===== src/rtl/mgt_01_mul_scheduler_if.sv =====
// Multiplier-side bus of the multiply scheduler: operands and start pulse
// towards the shared Booth multiplier, signed product and valid back.
interface mgt_01_mul_scheduler_if #(
  parameter int XLEN = 32
);
  logic [XLEN-1:0]   multiplier;
  logic [XLEN-1:0]   multiplicand;
  logic              start;
  logic [2*XLEN-1:0] result;
  logic              valid;

  // Scheduler side
  modport master (
    output multiplier,
    output multiplicand,
    output start,
    input  result,
    input  valid
  );

  // Multiplier datapath side
  modport slave (
    input  multiplier,
    input  multiplicand,
    input  start,
    output result,
    output valid
  );
endinterface


===== src/rtl/mgt_01_mul_scheduler.sv =====
// Shares one signed XLEN x XLEN multiplier between the RV32M integer unit and
// the FPU mantissa path. One operation in flight at a time; round-robin
// arbitration when both requesters are valid; high-word sign correction turns
// the signed product into MULHSU/MULHU results.
module mgt_01_mul_scheduler #(
  parameter int XLEN   = 32,
  parameter int MANT_W = 24
) (
  input  logic                clk_i,
  input  logic                rst_n_i,
  input  logic                clk_en_i,
  // Integer requester
  input  logic                int_req_valid_i,
  output logic                int_req_ready_o,
  input  logic [1:0]          int_op_i,
  input  logic [XLEN-1:0]     int_a_i,
  input  logic [XLEN-1:0]     int_b_i,
  output logic                int_res_valid_o,
  input  logic                int_res_ready_i,
  output logic [XLEN-1:0]     int_res_o,
  // FPU requester
  input  logic                fpu_req_valid_i,
  output logic                fpu_req_ready_o,
  input  logic [MANT_W-1:0]   fpu_mant_a_i,
  input  logic [MANT_W-1:0]   fpu_mant_b_i,
  output logic                fpu_res_valid_o,
  input  logic                fpu_res_ready_i,
  output logic [2*MANT_W-1:0] fpu_res_o,
  // Shared multiplier
  mgt_01_mul_scheduler_if.master mul,
  output logic                busy_o
);

  // Result register is wide enough for either an integer word or a full
  // mantissa product.
  localparam int RES_W = (2 * MANT_W > XLEN) ? 2 * MANT_W : XLEN;

  typedef enum logic [1:0] {
    S_IDLE,
    S_ISSUE,
    S_WAIT,
    S_RESP
  } state_e;

  typedef enum logic {
    OWN_INT,
    OWN_FPU
  } owner_e;

  typedef enum logic [1:0] {
    OP_MUL,
    OP_MULH,
    OP_MULHSU,
    OP_MULHU
  } op_e;

  state_e            state_q;
  owner_e            owner_q;
  owner_e            last_grant_q;
  op_e               op_q;
  logic [XLEN-1:0]   a_q;
  logic [XLEN-1:0]   b_q;
  logic [RES_W-1:0]  res_q;
  logic              start_q;
  logic              int_vld_q;
  logic              fpu_vld_q;

  logic              grant_int;
  logic              grant_fpu;
  logic              can_accept;
  logic [XLEN-1:0]   prod_hi;
  logic [XLEN-1:0]   prod_lo;
  logic [XLEN-1:0]   int_corr;
  logic [RES_W-1:0]  res_next;

  // Round-robin: on contention the requester that did not win last time wins.
  assign grant_fpu  = fpu_req_valid_i && (!int_req_valid_i || (last_grant_q == OWN_INT));
  assign grant_int  = int_req_valid_i && !grant_fpu;
  assign can_accept = (state_q == S_IDLE) && clk_en_i;

  assign int_req_ready_o = can_accept && grant_int;
  assign fpu_req_ready_o = can_accept && grant_fpu;

  assign prod_hi = mul.result[2*XLEN-1:XLEN];
  assign prod_lo = mul.result[XLEN-1:0];

  // Sign correction of the signed product for the requested result form.
  always_comb begin
    // NOTE: every signal written here gets a default first so no path can
    // leave it unassigned and infer a latch.
    int_corr = prod_lo;
    res_next = '0;
    unique case (op_q)
      OP_MUL:    int_corr = prod_lo;
      OP_MULH:   int_corr = prod_hi;
      OP_MULHSU: int_corr = prod_hi + (b_q[XLEN-1] ? a_q : '0);
      OP_MULHU:  int_corr = prod_hi + (a_q[XLEN-1] ? b_q : '0)
                                    + (b_q[XLEN-1] ? a_q : '0);
      default:   int_corr = prod_lo;
    endcase
    if (owner_q == OWN_FPU) begin
      res_next = RES_W'(mul.result[2*MANT_W-1:0]);
    end else begin
      res_next = RES_W'(int_corr);
    end
  end

  // Control FSM with all datapath registers and registered handshake outputs.
  always_ff @(posedge clk_i or negedge rst_n_i) begin
    if (!rst_n_i) begin
      // NOTE: sequential state uses non-blocking assignments so every
      // register samples the pre-edge values regardless of statement order.
      state_q      <= S_IDLE;
      owner_q      <= OWN_INT;
      last_grant_q <= OWN_FPU;
      op_q         <= OP_MUL;
      a_q          <= '0;
      b_q          <= '0;
      res_q        <= '0;
      start_q      <= 1'b0;
      int_vld_q    <= 1'b0;
      fpu_vld_q    <= 1'b0;
    end else if (clk_en_i) begin
      unique case (state_q)
        S_IDLE: begin
          if (grant_int) begin
            owner_q      <= OWN_INT;
            last_grant_q <= OWN_INT;
            op_q         <= op_e'(int_op_i);
            a_q          <= int_a_i;
            b_q          <= int_b_i;
            start_q      <= 1'b1;
            state_q      <= S_ISSUE;
          end else if (grant_fpu) begin
            owner_q      <= OWN_FPU;
            last_grant_q <= OWN_FPU;
            op_q         <= OP_MUL;
            a_q          <= XLEN'(fpu_mant_a_i);
            b_q          <= XLEN'(fpu_mant_b_i);
            start_q      <= 1'b1;
            state_q      <= S_ISSUE;
          end
        end
        S_ISSUE: begin
          start_q <= 1'b0;
          state_q <= S_WAIT;
        end
        S_WAIT: begin
          if (mul.valid) begin
            res_q   <= res_next;
            state_q <= S_RESP;
            if (owner_q == OWN_FPU) begin
              fpu_vld_q <= 1'b1;
            end else begin
              int_vld_q <= 1'b1;
            end
          end
        end
        S_RESP: begin
          if ((owner_q == OWN_INT && int_res_ready_i) ||
              (owner_q == OWN_FPU && fpu_res_ready_i)) begin
            int_vld_q <= 1'b0;
            fpu_vld_q <= 1'b0;
            state_q   <= S_IDLE;
          end
        end
        default: state_q <= S_IDLE;
      endcase
    end
  end

  // Start is gated so a frozen ISSUE cycle does not look like extra starts.
  assign mul.start        = start_q && clk_en_i;
  assign mul.multiplier   = a_q;
  assign mul.multiplicand = b_q;

  assign int_res_valid_o = int_vld_q;
  assign fpu_res_valid_o = fpu_vld_q;
  assign int_res_o       = res_q[XLEN-1:0];
  assign fpu_res_o       = res_q[2*MANT_W-1:0];
  assign busy_o          = (state_q != S_IDLE);

endmodule


===== src/flat_wrapper.sv =====
// flat-port wrapper written by rule: the top's interface ports become plain ports
module mgt_01_mul_scheduler_flat 
#(
  parameter int XLEN   = 32,
  parameter int MANT_W = 24
)
  (clk_i, rst_n_i, clk_en_i, int_req_valid_i, int_req_ready_o, int_op_i, int_a_i, int_b_i, int_res_valid_o, int_res_ready_i, int_res_o, fpu_req_valid_i, fpu_req_ready_o, fpu_mant_a_i, fpu_mant_b_i, fpu_res_valid_o, fpu_res_ready_i, fpu_res_o, busy_o, mul_multiplier, mul_multiplicand, mul_start, mul_result, mul_valid);
  mgt_01_mul_scheduler_if #(.XLEN(XLEN)) mul_i ();
  input  logic clk_i;
  input  logic rst_n_i;
  input  logic clk_en_i;
  input  logic int_req_valid_i;
  output logic int_req_ready_o;
  input  logic [1:0] int_op_i;
  input  logic [XLEN-1:0] int_a_i;
  input  logic [XLEN-1:0] int_b_i;
  output logic int_res_valid_o;
  input  logic int_res_ready_i;
  output logic [XLEN-1:0] int_res_o;
  input  logic fpu_req_valid_i;
  output logic fpu_req_ready_o;
  input  logic [MANT_W-1:0] fpu_mant_a_i;
  input  logic [MANT_W-1:0] fpu_mant_b_i;
  output logic fpu_res_valid_o;
  input  logic fpu_res_ready_i;
  output logic [2*MANT_W-1:0] fpu_res_o;
  output logic busy_o;
  output wire logic [$bits(mul_i.multiplier)-1:0] mul_multiplier;
  output wire logic [$bits(mul_i.multiplicand)-1:0] mul_multiplicand;
  output wire logic [$bits(mul_i.start)-1:0] mul_start;
  input wire logic [$bits(mul_i.result)-1:0] mul_result;
  input wire logic [$bits(mul_i.valid)-1:0] mul_valid;
  assign mul_multiplier = mul_i.multiplier;
  assign mul_multiplicand = mul_i.multiplicand;
  assign mul_start = mul_i.start;
  assign mul_i.result = mul_result;
  assign mul_i.valid = mul_valid;
  mgt_01_mul_scheduler #(.XLEN(XLEN), .MANT_W(MANT_W)) u_core (.clk_i(clk_i), .rst_n_i(rst_n_i), .clk_en_i(clk_en_i), .int_req_valid_i(int_req_valid_i), .int_req_ready_o(int_req_ready_o), .int_op_i(int_op_i), .int_a_i(int_a_i), .int_b_i(int_b_i), .int_res_valid_o(int_res_valid_o), .int_res_ready_i(int_res_ready_i), .int_res_o(int_res_o), .fpu_req_valid_i(fpu_req_valid_i), .fpu_req_ready_o(fpu_req_ready_o), .fpu_mant_a_i(fpu_mant_a_i), .fpu_mant_b_i(fpu_mant_b_i), .fpu_res_valid_o(fpu_res_valid_o), .fpu_res_ready_i(fpu_res_ready_i), .fpu_res_o(fpu_res_o), .mul(mul_i), .busy_o(busy_o));
endmodule

===== config.mk =====
export PLATFORM = sky130hd
export DESIGN_NAME = mgt_01_mul_scheduler_flat
export DESIGN_NICKNAME = d
export VERILOG_FILES = /design/src/rtl/mgt_01_mul_scheduler_if.sv /design/src/rtl/mgt_01_mul_scheduler.sv /design/src/flat_wrapper.sv
export SDC_FILE = /design/constraint.sdc
export NUM_CORES = 1
export LEC_CHECK = 0
export CORE_ASPECT_RATIO = 0.5
export CORE_MARGIN = 4
export CORE_UTILIZATION = 45
export CTS_CLUSTER_SIZE = 8
export DETAILED_ROUTE_END_ITERATION = 8
export PLACE_DENSITY = 0.78
export SYNTH_ARGS = -nofsm -noshare
export SYNTH_HDL_FRONTEND = slang
export SYNTH_SLANG_ARGS = --single-unit
export TNS_END_PERCENT = 100

===== constraint.sdc =====
create_clock -name clk_i -period 4.4 [get_ports clk_i]
set_clock_uncertainty 0.1 [all_clocks]
set_input_delay 1.1 -clock clk_i [delete_from_list [all_inputs] [get_ports clk_i]]
set_output_delay 1.1 -clock clk_i [all_outputs]
set_load 0.01 [all_outputs]

# Word-level counts from Yosys, hierarchy flattened
# Cells that the tools add are included.
dict set report word_totals {
  out_inout_bits 150
  elab_cells 76
  register_bits 121
  in_bits 186
}
dict set report op_classes {
  n_eq_ne 11
  n_bitwise 2
  add_sub_neg 3
  reduce_logical 24
  muxes 26
}
# cell count
set ops {}
lappend ops {{$mux W32} 6}
lappend ops {{$pmux W32 S4} 1}
lappend ops {{$add A32 B32 Y32} 3}
lappend ops {{$mux W48} 1}
lappend ops {{$mux W2} 6}
lappend ops {{$reduce_and A5 Y1} 2}
lappend ops {{$reduce_and A3 Y1} 3}
lappend ops {{$eq A2 B2 Y1 const B} 4}
lappend ops {{$logic_and A1 B1 Y1} 8}
lappend ops {{$mux W1} 8}
lappend ops {{$pmux W2 S4} 1}
lappend ops {{$reduce_bool A2 Y1} 4}
lappend ops {{$pmux W1 S2} 3}
lappend ops {{$eq A2 B1 Y1 const B} 2}
lappend ops {{$logic_not A2 Y1} 2}
lappend ops {{$ne A2 B1 Y1 const B} 2}
lappend ops {{$ne A2 B2 Y1 const B} 2}
lappend ops {{$reduce_and A4 Y1} 1}
lappend ops {{$ne A3 B1 Y1 const B} 1}
lappend ops {{$logic_not A1 Y1} 2}
lappend ops {{$logic_or A1 B1 Y1} 2}
lappend ops {{$not A1 Y1} 2}

# Logic depth before layout (Yosys ltp)
dict set report depth {
  ltp_word 7
  ltp_mapped 16
}

# Worst setup path after synthesis
# OpenSTA, ideal clock, no wires.
dict set report synth_timing {
  kind {input to register}
  from {input port mul_result[33]}
  to {register u_core.res_q[27], in the netlist u_core.fpu_res_o[27]}
  path_buffers 0
  path_slack_ns 0.472
  setup_ns 0.126
  t_required_ns 4.174
  stages 15
  arrival_time_ns 3.702
  path_cell_list {inv_1 > fa_1 > inv_1 > ha_1 > inv_1 > fa_1 > nor2b_1 > o211ai_1 > a21boi_1 > o31a_1 > o31ai_4 > o21ai_1 > xor2_1 > a221oi_2 > a21oi_1}
}
dict set report synth_via {
  elab_chain_len 4
  word_cells_on_any_way 5
}
# element line_no
set synth_rtl {}
lappend synth_rtl {{from (decl)} flat_wrapper.sv:31} ;# input wire logic [$bits(mul_i.result)-1:0] mul_result;
lappend synth_rtl {{$add A32 B32 Y32} mgt_01_mul_scheduler.sv:97} ;# OP_MULHU: int_corr = prod_hi + (a_q[XLEN-1] ? b_q : '0)
lappend synth_rtl {{$add A32 B32 Y32} mgt_01_mul_scheduler.sv:98} ;# + (b_q[XLEN-1] ? a_q : '0);
lappend synth_rtl {{$pmux W32 S4 (*)} mgt_01_mul_scheduler.sv:93} ;# unique case (op_q)
lappend synth_rtl {{$mux W48 (*)} mgt_01_mul_scheduler.sv:101} ;# if (owner_q == OWN_FPU) begin
lappend synth_rtl {{to (signal assigned)} mgt_01_mul_scheduler.sv:150} ;# res_q <= res_next;
lappend synth_rtl {{to (decl)} mgt_01_mul_scheduler.sv:63} ;# logic [RES_W-1:0] res_q;
# Every way passes the cells marked *; elsewhere a longest branch is shown, timed or not.
# A chain may end at the register's enable or synchronous reset.

# Worst setup path in the final report
dict set report layout_timing {
  from {input port mul_result[43]}
  to {register u_core.res_q[18], in the netlist u_core.fpu_res_o[18]}
}
# Same word-level chain as after synthesis.

==> summary.txt <==
STA
  • Final setup viols: 0
  • Final worst path period share: 0.987
  • Worst-Margin Slew: 0.902 ns
  • RSZ-0062 raised after global routing: true
  • Slew margin rel.: 0.398
  • Final min period: 4.34 ns
  • Worst hold slack: between 0.3 and 0.4 ns
  • Maximum clock rate: approximately 230 MHz
  • Final Max Tran Viols: 0
  • Final Hold Fails: 0

Critical path
  • Critical Path Slowest Stage Cell: a2111oi_1
  • CP Capture Type: register
  • Crit-path cells: clkdlybuf4s50_1 > fa_1 > ha_1 > a21o_1 > a21o_1 > a21o_1 > a2111oi_4 > o31ai_1 > xnor2_1 > nor2_1 > a2111oi_1 > a21oi_1
  • Largest stage delay, worst path: 0.56 ns
  • Crit-path most repeated cell: a21o_1
  • CP Launch Type: primary input
  • Crit Path Category: primary input to register
  • Worst-path maximum fanout: 2
  • Arrival time at the worst endpoint: 4.54 ns
  • CP Data Required Time: between 4 and 5 ns

Placed design
  • Placed cell count: ~1900
  • HPWL Detailed: between 30000 and 40000 microns
  • Global placer's final weighted congestion: around 1
  • Port buffer count: approximately 340

CTS
  • Root buf cell: clkbuf_16
  • Post-CTS Setup Bufs: 0
  • Num CTS Buffers: 17
  • Clock Path Buffers: 2
  • Clk slew on worst S/H paths: roughly 0.06 ns
  • CTS tree: done
  • Clock Sinks: approximately 120
  • Post-CTS sizing: 0
  • H-Tree Depth: 4
  • Hold_buf cts: 0
  • Worst skew pair latency: approximately 0.45 ns

Floorplanning
  • Die Span X: 225 microns
  • Placement Rows: 39
  • Die Y: 117 microns
  • Starting Density: 0.461
  • Core Area: 23000 sq um
  • Full die area: roughly 26000 sq um
  • I/O pins: 336

Finish
  • Number of fill cells: 1861
  • Final std cells w/o fill: 1949
  • Commonest non-fill, non-tap cells in the layout: clkdlybuf4s50_1, nand2_1, dfrtp_1
  • Area Growth Syn to Fin: 44.8%
  • Commonest non-fill, non-tap cell in the layout: clkdlybuf4s50_1
  • Layout cells sized above 1: 0.102
  • Final nets: 1911

Power
  • Sw frac: 0.450
  • Tot Pwr: 0.0100 W
  • Clk pwr share: 0.150
  • Cell Int Power: 0.00551 W
  • Sequential power share: 0.215
  • Max VDD drop: 0.462 mV
  • Net Switching: between 0.004 and 0.005 W
  • Leakage: between 7 and 8 nW
  • PwrDens: 653 nW/um^2
  • Comb pwr share: 0.635

Global route
  • Initial antenna violation count: 3
  • Vias in the first global route: 11099
  • Total track usage: 0.337
  • GRT overflow: 0
  • First-pass GRT wire length: approximately 67000 microns
  • Pin count of the biggest net entering global routing: roughly 110

Routing
  • DRT iter0 DRCs: 1342
  • Total Wirelength: 44800 microns
  • Via/cell ratio: 5.85
  • Wire per inst: 23.0 microns
  • Antenna viol nets, final: 0
  • First drt pass iteration count: 6
  • Drc violations: 0
  • Vias: 11407

Synthesis
  • EDFF count, synth: 0
  • Register bit total from synthesis: 121
  • Mean area per synthesized cell: 8.41 sq um
  • Syn Inst Count: about 1300
  • Syn Nets: 1544
  • Synth cell types: 73
  • Register area share after synthesis: 0.286
  • Ys Warns: 0
  • Most used DFF post-synth: dfrtp_1
  • Synth Cell Area: 10600 sq um
  • Fraction of registers with async set/reset: 1.00

Min path
  • Worst min path class: register to register

Outcome
  • Status: finished, final reports clean

Run
  • Max-Cap Viols: 0
-- worst paths after layout --
check / startpoint / to / slack (ns) / cells after the start
max: mul_result[43] / u_core.fpu_res_o[18] / 0.06 / 12
min: u_core.fpu_res_o[34] / u_core.fpu_res_o[34] / 0.37 / 2
max reg2reg: u_core.mul.multiplicand[31] / u_core.fpu_res_o[18] / 0.18 / 12
min reg2reg: u_core.fpu_res_o[34] / u_core.fpu_res_o[34] / 0.37 / 2
max in group asynchronous: rst_n_i / u_core.last_grant_q / 2.71 / 2
min in group asynchronous: rst_n_i / u_core.mul.multiplicand[4] / 0.64 / 1
-- per-stage QoR --
step,setup TNS (ns),utilization,setup WS (ns),instance area [sq um]
6_report,0,0.668,0.0578,15300
5_1_grt,-0.0309,0.668,-0.0309,15300
4_1_cts,0,0.667,0.189,15300
3_5_place_dp,-3.03,0.640,-0.261,14700
3_3_place_gp,-1.93,0.640,-0.323,14700
2_1_floorplan,0,-,0.472,10600
-- sequential cells by signal, summed over array words and instances (netlist names), 2 cells and up --
name and count:
u_core.mul.multiplicand 32, u_core.mul.multiplier 32, u_core.fpu_res_o 48, u_core.op_q 2, u_core.state_q 2
-- area by class of cell --
class	instances	area (sq um)	share of cell area
timing repair buffer	453	4250	0.277
antenna	2	5.00	0.000326
tap	307	384	0.0250
multi-input combinational	1003	6940	0.452
clock buffer	18	439	0.0286
clock inverter	14	184	0.0120
inverter	31	116	0.00758
sequential	121	3030	0.197
-- critical path: cells and delay by family --
kind,cells,cell delay (ns)
compound gates,7,1.86
xor+xnor,1,0.21
fa+ha+maj,2,0.82
buf+inv,1,0.49
simple gates,1,0.06
-- power groups by stage --
stage               combinational [W]  clock [W]  sequential (W)
floorplan                     0.00314          0         0.00220
global placement              0.00610          0         0.00211
detailed placement            0.00620          0         0.00214
CTS                           0.00625    0.00152         0.00213
global route                  0.00682    0.00157         0.00222
finish                        0.00636    0.00151         0.00215
-- routing by layer --
layer  up-vias  global-route usage  share of wire
li1       5254                   -              -
met1      5450               0.498           0.46
met2       623               0.464           0.40
met3        78               0.120           0.12
met4         2              0.0938          0.023
met5         -                   0        0.00029
-- cell usage after synthesis, types with 13 or more instances --
master / number / share of area
dfrtp_1: 120 / 0.28
clkbuf_1: 55 / 0.019
ha_1: 65 / 0.077
buf_4: 32 / 0.023
fa_1: 33 / 0.062
nand2_1: 170 / 0.060
inv_1: 29 / 0.010
nor3_1: 22 / 0.010
a21oi_1: 87 / 0.041
xnor2_1: 30 / 0.025
buf_2: 13 / 0.0061
a21o_1: 32 / 0.023
xor2_1: 15 / 0.012
nand3_1: 36 / 0.017
o21ai_0: 105 / 0.050
o22ai_1: 23 / 0.014
a31oi_1: 13 / 0.0077
a22o_1: 19 / 0.016
nor2_1: 66 / 0.023
and2_1: 64 / 0.038
mux2i_1: 54 / 0.051
-- cells by family (layout without fill, tap and decap cells) --
kind of cell,after synthesis,after routing,synth area share
other,0,2,0
and+or+nand+nor,406,406,0.179
adders and majority gates,98,98,0.139
xor gates and xnor gates,45,45,0.0372
buffers and inverters,136,516,0.0610
DFF,121,121,0.286
AOI/OAI and AO/OA,398,398,0.245
muxes,56,56,0.0531
No activity file was read; power rests on OpenSTA's default activity.
